### config.mk
export PLATFORM = sky130hd
export DESIGN_NAME = frame_buffer_reader_flat
export DESIGN_NICKNAME = d
export VERILOG_FILES = /design/src/rtl/fb_pkg.sv /design/src/rtl/frame_buffer_reader_if.sv /design/src/rtl/pixel_skid_fifo.sv /design/src/rtl/frame_buffer_reader.sv /design/src/flat_wrapper.sv
export SDC_FILE = /design/constraint.sdc
export NUM_CORES = 1
export LEC_CHECK = 0
export CORE_UTILIZATION = 60
export CTS_BUF_LIST = sky130_fd_sc_hd__clkbuf_16
export DETAILED_ROUTE_END_ITERATION = 10
export PLACE_DENSITY_LB_ADDON = 0.3
export SYNTH_ARGS = -nofsm -noshare
export SYNTH_HDL_FRONTEND = slang
export SYNTH_SLANG_ARGS = --single-unit
### constraint.sdc
create_clock -name clk_i -period 3.7 [get_ports clk_i]
set_input_delay 0.37 -clock clk_i [delete_from_list [all_inputs] [get_ports clk_i]]
set_output_delay 0.37 -clock clk_i [all_outputs]
set_load 0.01 [all_outputs]
### src/rtl/fb_pkg.sv
// Shared types for the frame-buffer reader.
//   fb_state_e : reader state machine encoding (IDLE / RUN / DRAIN)
//   fb_tag_t   : per-pixel framing tags carried alongside the pixel data
package fb_pkg;

  typedef enum logic [1:0] {
    ST_IDLE  = 2'd0,
    ST_RUN   = 2'd1,
    ST_DRAIN = 2'd2
  } fb_state_e;

  typedef struct packed {
    logic sof;
    logic eol;
    logic eof;
  } fb_tag_t;

  localparam int FB_TAG_W = $bits(fb_tag_t);

endpackage

### src/rtl/frame_buffer_reader_if.sv
// Pixel output stream of the frame-buffer reader.
//   m_valid_o / m_ready_i : valid/ready handshake
//   m_data_o              : pixel
//   m_sof_o/m_eol_o/m_eof_o : framing tags, qualified by m_valid_o
// master = pixel source (reader), slave = pixel sink.
interface frame_buffer_reader_if #(
  parameter int DATA_WIDTH = 8
) ();

  logic                  m_valid_o;
  logic                  m_ready_i;
  logic [DATA_WIDTH-1:0] m_data_o;
  logic                  m_sof_o;
  logic                  m_eol_o;
  logic                  m_eof_o;

  modport master (
    output m_valid_o, m_data_o, m_sof_o, m_eol_o, m_eof_o,
    input  m_ready_i
  );

  modport slave (
    input  m_valid_o, m_data_o, m_sof_o, m_eol_o, m_eof_o,
    output m_ready_i
  );

endinterface

### src/rtl/pixel_skid_fifo.sv
// Two-entry FIFO holding returned pixels (data + tags) until the sink
// accepts them.
//   clk_i, rst_ni : clock, async active-low reset
//   push_i/push_data_i : write one entry
//   pop_i         : consume the head entry
//   head_o        : current head entry (stable until popped)
//   empty_o, count_o : occupancy
module pixel_skid_fifo #(
  parameter int WIDTH = 11
) (
  input  logic             clk_i,
  input  logic             rst_ni,
  input  logic             push_i,
  input  logic [WIDTH-1:0] push_data_i,
  input  logic             pop_i,
  output logic [WIDTH-1:0] head_o,
  output logic             empty_o,
  output logic [1:0]       count_o
);

  logic [1:0][WIDTH-1:0] mem_q;
  logic                  wr_ptr_q, rd_ptr_q;
  logic [1:0]            count_q;
  logic                  do_push, do_pop;

  assign do_pop  = pop_i && (count_q != 2'd0);
  // A full FIFO may still accept a write when the head leaves in the same cycle.
  assign do_push = push_i && ((count_q != 2'd2) || do_pop);

  always_ff @(posedge clk_i or negedge rst_ni) begin
    if (!rst_ni) begin
      mem_q    <= '0;
      wr_ptr_q <= 1'b0;
      rd_ptr_q <= 1'b0;
      count_q  <= 2'd0;
    end else begin
      if (do_push) begin
        mem_q[wr_ptr_q] <= push_data_i;
        wr_ptr_q        <= ~wr_ptr_q;
      end
      if (do_pop) rd_ptr_q <= ~rd_ptr_q;
      count_q <= count_q + {1'b0, do_push} - {1'b0, do_pop};
    end
  end

  assign head_o  = mem_q[rd_ptr_q];
  assign empty_o = (count_q == 2'd0);
  assign count_o = count_q;

endmodule

### src/rtl/frame_buffer_reader.sv
// Reads one frame out of a synchronous RAM in raster order and streams it
// as tagged pixels.
//   clk_i, rst_ni          : clock, async active-low reset
//   start_i                : frame request, honoured only while idle
//   rd_en_o, rd_address_o  : RAM read port (data returns one cycle later)
//   rd_data_i              : RAM read data
//   m_if (master)          : pixel stream with sof/eol/eof tags
//   busy_o                 : frame in progress
//   done_o                 : one-cycle pulse when the last pixel has left
module frame_buffer_reader
  import fb_pkg::*;
#(
  parameter int ADDR_WIDTH = 8,
  parameter int DATA_WIDTH = 8,
  parameter int H_PIXELS   = 16,
  parameter int V_PIXELS   = 16
) (
  input  logic                  clk_i,
  input  logic                  rst_ni,
  input  logic                  start_i,
  output logic                  rd_en_o,
  output logic [ADDR_WIDTH-1:0] rd_address_o,
  input  logic [DATA_WIDTH-1:0] rd_data_i,
  frame_buffer_reader_if.master m_if,
  output logic                  busy_o,
  output logic                  done_o
);

  localparam int PW = DATA_WIDTH + FB_TAG_W;
  localparam logic [ADDR_WIDTH-1:0] X_LAST = ADDR_WIDTH'(H_PIXELS - 1);
  localparam logic [ADDR_WIDTH-1:0] A_LAST = ADDR_WIDTH'(H_PIXELS * V_PIXELS - 1);

  fb_state_e             state_q;
  logic [ADDR_WIDTH-1:0] addr_q, x_q, y_q, last_addr_q;
  logic                  inflight_q;
  fb_tag_t               tag_q, tag_now;
  logic                  issue, xfer, fifo_empty;
  logic [1:0]            fifo_count;
  logic [PW-1:0]         head;

  assign xfer = m_if.m_valid_o && m_if.m_ready_i;

  // Keep at most two pixels committed (queued + in flight) so the FIFO can
  // never overflow; a pop in the same cycle frees a slot for a new read.
  assign issue = (state_q == ST_RUN) &&
                 ((({1'b0, fifo_count} + {2'b00, inflight_q}) < 3'd2) || xfer);

  assign tag_now.sof = (x_q == '0) && (y_q == '0);
  assign tag_now.eol = (x_q == X_LAST);
  assign tag_now.eof = (addr_q == A_LAST);

  always_ff @(posedge clk_i or negedge rst_ni) begin
    if (!rst_ni) begin
      state_q     <= ST_IDLE;
      addr_q      <= '0;
      x_q         <= '0;
      y_q         <= '0;
      last_addr_q <= '0;
      inflight_q  <= 1'b0;
      tag_q       <= '0;
    end else begin
      inflight_q <= issue;
      if (issue) begin
        tag_q       <= tag_now;
        last_addr_q <= addr_q;
        addr_q      <= addr_q + 1'b1;
        if (x_q == X_LAST) begin
          x_q <= '0;
          y_q <= y_q + 1'b1;
        end else begin
          x_q <= x_q + 1'b1;
        end
      end
      unique case (state_q)
        ST_IDLE: if (start_i) begin
          state_q <= ST_RUN;
          addr_q  <= '0;
          x_q     <= '0;
          y_q     <= '0;
        end
        ST_RUN:   if (issue && tag_now.eof) state_q <= ST_DRAIN;
        ST_DRAIN: if (fifo_empty && !inflight_q) state_q <= ST_IDLE;
        default:  state_q <= ST_IDLE;
      endcase
    end
  end

  // Returned data lands in the FIFO one edge after its issue cycle, paired
  // with the tags computed when the address went out.
  pixel_skid_fifo #(.WIDTH(PW)) u_fifo (
    .clk_i       (clk_i),
    .rst_ni      (rst_ni),
    .push_i      (inflight_q),
    .push_data_i ({tag_q, rd_data_i}),
    .pop_i       (xfer),
    .head_o      (head),
    .empty_o     (fifo_empty),
    .count_o     (fifo_count)
  );

  assign m_if.m_valid_o = !fifo_empty;
  assign m_if.m_data_o  = head[DATA_WIDTH-1:0];
  assign m_if.m_sof_o   = head[DATA_WIDTH+2];
  assign m_if.m_eol_o   = head[DATA_WIDTH+1];
  assign m_if.m_eof_o   = head[DATA_WIDTH];

  // Address is only driven fresh on an issue; otherwise the last issued
  // address is held so the RAM port stays quiet.
  assign rd_en_o      = issue;
  assign rd_address_o = issue ? addr_q : last_addr_q;

  assign busy_o = (state_q != ST_IDLE);
  assign done_o = (state_q == ST_DRAIN) && fifo_empty && !inflight_q;

endmodule
### src/flat_wrapper.sv
// flat-port wrapper written by rule: the top's interface ports become plain ports
module frame_buffer_reader_flat import fb_pkg::*;
#(
  parameter int ADDR_WIDTH = 8,
  parameter int DATA_WIDTH = 8,
  parameter int H_PIXELS   = 16,
  parameter int V_PIXELS   = 16
)
  (clk_i, rst_ni, start_i, rd_en_o, rd_address_o, rd_data_i, busy_o, done_o, m_if_m_valid_o, m_if_m_data_o, m_if_m_sof_o, m_if_m_eol_o, m_if_m_eof_o, m_if_m_ready_i);
  frame_buffer_reader_if #(.DATA_WIDTH(DATA_WIDTH)) m_if_i ();
  input  logic clk_i;
  input  logic rst_ni;
  input  logic start_i;
  output logic rd_en_o;
  output logic [ADDR_WIDTH-1:0] rd_address_o;
  input  logic [DATA_WIDTH-1:0] rd_data_i;
  output logic busy_o;
  output logic done_o;
  output wire logic [$bits(m_if_i.m_valid_o)-1:0] m_if_m_valid_o;
  output wire logic [$bits(m_if_i.m_data_o)-1:0] m_if_m_data_o;
  output wire logic [$bits(m_if_i.m_sof_o)-1:0] m_if_m_sof_o;
  output wire logic [$bits(m_if_i.m_eol_o)-1:0] m_if_m_eol_o;
  output wire logic [$bits(m_if_i.m_eof_o)-1:0] m_if_m_eof_o;
  input wire logic [$bits(m_if_i.m_ready_i)-1:0] m_if_m_ready_i;
  assign m_if_m_valid_o = m_if_i.m_valid_o;
  assign m_if_m_data_o = m_if_i.m_data_o;
  assign m_if_m_sof_o = m_if_i.m_sof_o;
  assign m_if_m_eol_o = m_if_i.m_eol_o;
  assign m_if_m_eof_o = m_if_i.m_eof_o;
  assign m_if_i.m_ready_i = m_if_m_ready_i;
  frame_buffer_reader #(.ADDR_WIDTH(ADDR_WIDTH), .DATA_WIDTH(DATA_WIDTH), .H_PIXELS(H_PIXELS), .V_PIXELS(V_PIXELS)) u_core (.clk_i(clk_i), .rst_ni(rst_ni), .start_i(start_i), .rd_en_o(rd_en_o), .rd_address_o(rd_address_o), .rd_data_i(rd_data_i), .m_if(m_if_i), .busy_o(busy_o), .done_o(done_o));
endmodule
# [Yosys cells after proc, flatten, opt, wreduce, memory -nomap -nowiden]
# Index checks and enable logic that the tools add are counted.
[op_classes] bitwise=2 n_eq_ne=8 magnitude_cmp=4 muxes=21 n_reduce_logical=21 n_addsub=6
[op_table] op="$mux W8" n=12
[op_table] op="$mux W11" n=3
[op_table] op="$add A8 B1 Y8 const B" n=3
[op_table] op="$bwmux W22" n=1
[op_table] op="$logic_not A8 Y1" n=2
[op_table] op="$demux W11 S1" n=1
[op_table] op="$logic_and A1 B1 Y1" n=10
[op_table] op="$eq A8 B4 Y1 const B" n=1
[op_table] op="$eq A8 B8 Y1 const B" n=1
[op_table] op="$mux W2" n=3
[op_table] op="$ne A2 B2 Y1 const B" n=3
[op_table] op="$pmux W2 S3" n=1
[op_table] op="$logic_not A2 Y1" n=2
[op_table] op="$lt A1 B2 Y1 const B" n=2
[op_table] op="$reduce_bool A2 Y1" n=2
[op_table] op="$add A2 B1 Y3" n=1
[op_table] op="$lt A3 B2 Y1 const B" n=1
[op_table] op="$reduce_and A3 Y1" n=1
[op_table] op="$add A2 B1 Y2" n=1
[op_table] op="$eq A2 B1 Y1 const B" n=1
[op_table] op="$eq A2 B2 Y1 const B" n=1
[op_table] op="$logic_not A1 Y1" n=2
[op_table] op="$logic_or A1 B1 Y1" n=2
[op_table] op="$ne A2 B1 Y1 const B" n=1
[op_table] op="3 further kinds" n=4
[totals] regBits=64 output_inout_bits=23 in_bits=12

# [Depth between registers and ports, before layout]
[logic_depth] word_depth=8 ltp_mapped=7

# [By module]
# A second synthesis with hierarchy kept.
[hier_totals] cells_unflattened=273 area_unflattened_um2=2992.9
[modules_own_cells] mod="frame_buffer_reader" cells_each=191 instances=1 area_each_um2=1835.5
[modules_own_cells] mod="pixel_skid_fifo" cells_each=82 instances=1 area_each_um2=1157.4

# [Worst setup path after synthesis]
# No wires, ideal clock.
[synth_path] path_kind="reg-to-reg" from="reg u_core.u_fifo.count_q[0] (netlist: u_core.u_fifo.count_o[0])" to="reg u_core.u_fifo.count_q[1] (netlist: u_core.u_fifo.count_o[1])" arrival_ps=1706 t_required_ps=3573 path_stages_with_launch=8 setup_slack_ps=1867 path_buffers=0 cell_sequence="dfrtp_1 -> or2_2 -> and2_1 -> ha_1 -> inv_1 -> ha_1 -> xnor2_1 -> xnor2_1"
[synth_between] elab_chain_len=8 word_cells_on_any_way=10 classes_between="2 x add/sub; 1 x eq/ne; 7 x reduce/logical"
[synth_rtl] item="start: declaration" line_no="pixel_skid_fifo.sv:23" source="logic [1:0] count_q;"
[synth_rtl] item="start signal: assignment" line_no="pixel_skid_fifo.sv:42" source="count_q <= count_q + {1'b0, do_push} - {1'b0, do_pop};"
[synth_rtl] item="$logic_not A2 Y1 (*)" line_no="pixel_skid_fifo.sv:47" source="assign empty_o = (count_q == 2'd0);"
[synth_rtl] item="$logic_not A1 Y1 (*)" line_no="frame_buffer_reader.sv:101" source="assign m_if.m_valid_o = !fifo_empty;"
[synth_rtl] item="named net m_if_m_valid_o" line_no="flat_wrapper.sv:19" source="output wire logic [$bits(m_if_i.m_valid_o)-1:0] m_if_m_valid_o;"
[synth_rtl] item="$logic_and A1 B1 Y1 (*)" line_no="frame_buffer_reader.sv:41" source="assign xfer = m_if.m_valid_o && m_if.m_ready_i;"
[synth_rtl] item="$logic_and A1 B1 Y1 (*)" line_no="pixel_skid_fifo.sv:26" source="assign do_pop = pop_i && (count_q != 2'd0);"
[synth_rtl] item="named net u_core.u_fifo.do_pop" line_no="pixel_skid_fifo.sv:24" source="logic do_push, do_pop;"
[synth_rtl] item="$logic_or A1 B1 Y1" line_no="pixel_skid_fifo.sv:28" source="assign do_push = push_i && ((count_q != 2'd2) || do_pop);"
[synth_rtl] item="$logic_and A1 B1 Y1" line_no="pixel_skid_fifo.sv:28"
[synth_rtl] item="$add A2 B1 Y2" line_no="pixel_skid_fifo.sv:42"
[synth_rtl] item="$sub A2 B1 Y2 (*)" line_no="pixel_skid_fifo.sv:42"
# Mark *: on every way through the listed nets, which the timed path passes. The rest lies on a longest branch.
# A chain may end at the register's enable or synchronous reset.

# [Worst setup path after layout]
[layout_path] from="reg u_core.inflight_q" to="out rd_address_o[5]"
[layout_between] elab_chain_len=5
[layout_rtl] item="start: declaration" line_no="frame_buffer_reader.sv:35" source="logic inflight_q;"
[layout_rtl] item="start signal: assignment" line_no="frame_buffer_reader.sv:62" source="inflight_q <= issue;"
[layout_rtl] item="$add A2 B1 Y3" line_no="frame_buffer_reader.sv:46" source="((({1'b0, fifo_count} + {2'b00, inflight_q}) < 3'd2) || xfer);"
[layout_rtl] item="$lt A3 B2 Y1" line_no="frame_buffer_reader.sv:46"
[layout_rtl] item="$logic_or A1 B1 Y1" line_no="frame_buffer_reader.sv:46"
[layout_rtl] item="$logic_and A1 B1 Y1" line_no="frame_buffer_reader.sv:45" source="assign issue = (state_q == ST_RUN) &&"
[layout_rtl] item="$mux W8" line_no="frame_buffer_reader.sv:110" source="assign rd_address_o = issue ? addr_q : last_addr_q;"
[layout_rtl] item="end: declaration" line_no="flat_wrapper.sv:15" source="output logic [ADDR_WIDTH-1:0] rd_address_o;"
# No other way between the ends.

==> summary.txt <==
Global route
  – GR Overflow Total: 0
  – Gr usage total: 24.4%
  – Vias in the first global route: 1917
  – Initial antenna violation count: 0
  – Largest net degree at the start of global routing: 44
  – Global-route wire length before repair: 9.33 mm

Hold path
  – Hold Path Class: input pin to asynchronous set/reset pin

Critical path
  – Critical path class: flop to output pin
  – Setup crit start kind: flop
  – Worst r2r path cells: 5
  – Setup crit end kind: output pin
  – CP peak stage delay: 770 ps
  – Worst r2r dst: u_core.addr_q[5]$_DFF_PN0_
  – CP required: 3330 ps
  – Worst path arrival time: 2660 ps
  – FF-to-FF setup slack: 1510 ps
  – Worst R2R Start: u_core.inflight_q$_DFF_PN0_
  – Crit-path cells: a21oi_4 -> o21ai_2 -> mux2_1 -> clkdlybuf4s50_1
  – CP Max Fanout: 23
  – Slowest cell on the critical path: o21ai_2

Floorplanning
  – Die X: 72.6 um
  – Starting Density: 63.0%
  – Core Rows: 25
  – IO Pins: 35
  – DIE AREA: 5280 um^2
  – Die H: 72.6 um
  – Core Region: 4750 um^2

Power and ir drop
  – Lkg Pwr: 1.63 nW
  – Power per cell area: 834 nW/um^2
  – Max VDD drop: 0.000591 V

Synth
  – Ys flop type: dfrtp_1
  – Post-synth EDFFs: 0
  – Post-synth ARST share: 100%
  – Synth area leaders: dfrtp_1 (53%), mux2_1 (11%), mux2_2 (4.5%)
  – Register area share after synthesis: 53.5%
  – Synth top cells by count: dfrtp_1 (64), mux2_1 (29), nor2_1 (16)
  – Syn Inst Count: 254
  – Register bit total from synthesis: 64
  – Synth area leader: dfrtp_1
  – Post-synthesis cell type count: 43
  – Area share of the leading cell type in the synthesized netlist: 53.5%
  – Synth warn: 0
  – Synthesized cell area: 2990 um^2
  – Net count after synthesis: 273
  – Mean area per synthesized cell: 11.8 um^2
  – Most common cell in the synthesized netlist: dfrtp_1

Clock network
  – Reg clk slew, reported paths: 50 ps
  – CTS root buf: clkbuf_16
  – Post CTS Setup Buffer Count: 0
  – CTS Buffer Depth: 2
  – H-tree depth: 3
  – Clk_lat worst skew: 330 ps
  – CTS tree: done
  – TritonCTS Sinks: 64
  – Post-CTS sizing: 0
  – CTS buffer count: 9
  – Hold buffers post-CTS: 0

Cells and area
  – Finished Core Util: 77.9%
  – Proportion of layout cells with a drive suffix above 1: 14.3%
  – Filler cell count: 320
  – Area grow syn2layout: 23.7%
  – Diode count: 0
  – Nets: 314

Placed design
  – Routability Congestion: 0.816
  – IO buf count: 34
  – Post-place setup slack: 819 ps
  – Detailed placer's ending HPWL: 3.65 mm

Route
  – 1st-iter DRT viols: 85
  – DR WL/cell: 15.6 um
  – Via density: 5.66
  – Post-route DRC: 0
  – Via count: 2076
  – Final ANT Viol Nets: 0
  – Final wirelength: 5.74 mm
  – Drt first pass iters: 4

Timing
  – Count of final setup violators: 0
  – Final setup margin: 671 ps
  – Setup TNS: 0 ps
  – Final Max Slew Viols: 0
  – Final period util: 81.9%
  – Worst-Margin Slew: 971 ps
  – Max Clock Skew: 4.98 ps
  – RSZ-0062 raised after global routing: no
  – Final worst path period need: 3030 ps
  – Final-report hold violation count: 0
  – F_max: 330 MHz
  – Slew margin rel.: 35.3%

Run status
  – Status: finished clean

Job
  – Max-Cap Viols: 0
## worst max-delay path by stage
stage / endpoint / depth (start not counted) / startpoint
5_1_grt: rd_address_o[5] / 4 / u_core.inflight_q$_DFF_PN0_
3_3_place_gp: rd_address_o[2] / 4 / m_if_m_ready_i
6_report: rd_address_o[5] / 4 / u_core.inflight_q$_DFF_PN0_
4_1_cts: rd_address_o[5] / 4 / u_core.inflight_q$_DFF_PN0_
3_5_place_dp: rd_address_o[7] / 4 / m_if_m_ready_i
2_1_floorplan: u_core.u_fifo.count_o[1]$_DFF_PN0_ / 7 / u_core.u_fifo.count_o[0]$_DFF_PN0_
## cell families after synthesis
kind of cell	share of synthesized area [%]
compound gates	9.11
xor+xnor	3.80
fa+ha+maj	2.93
buf+inv	2.84
flops	53.5
mux	16.1
simple gates	11.7
## cell usage in the layout (no fill, tap or decap), types with 4 or more instances in the layout
master	count
inv_1	7
o211ai_1	4
o21ai_0	5
nor2_1	16
ha_1	7
clkbuf_16	9
mux2_1	29
or3_1	10
dfrtp_1	64
nand3_1	5
buf_4	6
o21ai_1	7
clkdlybuf4s50_1	33
nand2_1	13
a21oi_1	13
and3_1	4
nand4_1	4
xnor2_1	6
xor2_1	7
mux2_2	12
## where the power goes
group | internal [mW] | switching [mW]
Clock | 0.513 | 0.294
Sequential | 0.953 | 0.230
Combinational | 0.611 | 0.485
## worst max-delay path: cells and delay by family, from the launching register on
family,cells,cell delay (ps)
AOI/OAI and AO/OA,2,920
DFF,1,500
buffers and inverters,1,500
muxes,1,410
## registers in the layout (all words and copies together) (netlist names)
signal                  flops
u_core.last_addr_q          8
u_core.state_q              2
u_core.u_fifo.wr_ptr_q      1
u_core.u_fifo.rd_ptr_q      1
u_core.x_q                  8
u_core.u_fifo.mem_q        22
u_core.addr_q               8
u_core.u_fifo.count_o       2
u_core.tag_q                3
u_core.y_q                  8
u_core.inflight_q           1
## layout make-up
class,count,area [um^2],share of cell area (%)
inverter,9,33.8,0.912
tap,67,83.8,2.26
multi-input combinational,171,1320,35.5
sequential,64,1600,43.3
timing repair buffer,40,380,10.3
clock buffer,9,225,6.08
clock inverter,7,62.6,1.69
## metal layers
metal  share of wire, %  wire length, um  global-route usage (%)  vias up
met2                 49             2830                    39.5       56
met4                2.3              131                    12.6        0
met1                 44             2530                    30.6     1010
met3                4.3              246                    6.22       12
li1                   -                -                       -      998
met5                  0                0                       0        -
## through the flow
| step | power [mW] | hold slack (ps) | instances | cell area [um^2] |
|---|---|---|---|---|
| floorplan | 1.83 | 74.4 | 254 | 2990 |
| global placement | 2.24 | 465 | 351 | 3410 |
| detailed placement | 2.28 | 472 | 351 | 3410 |
| finish | 3.09 | 175 | 367 | 3700 |
| CTS | 3.12 | 210 | 367 | 3700 |
| global route | 3.27 | 277 | 367 | 3700 |
Power figures use the tool's default switching activity.
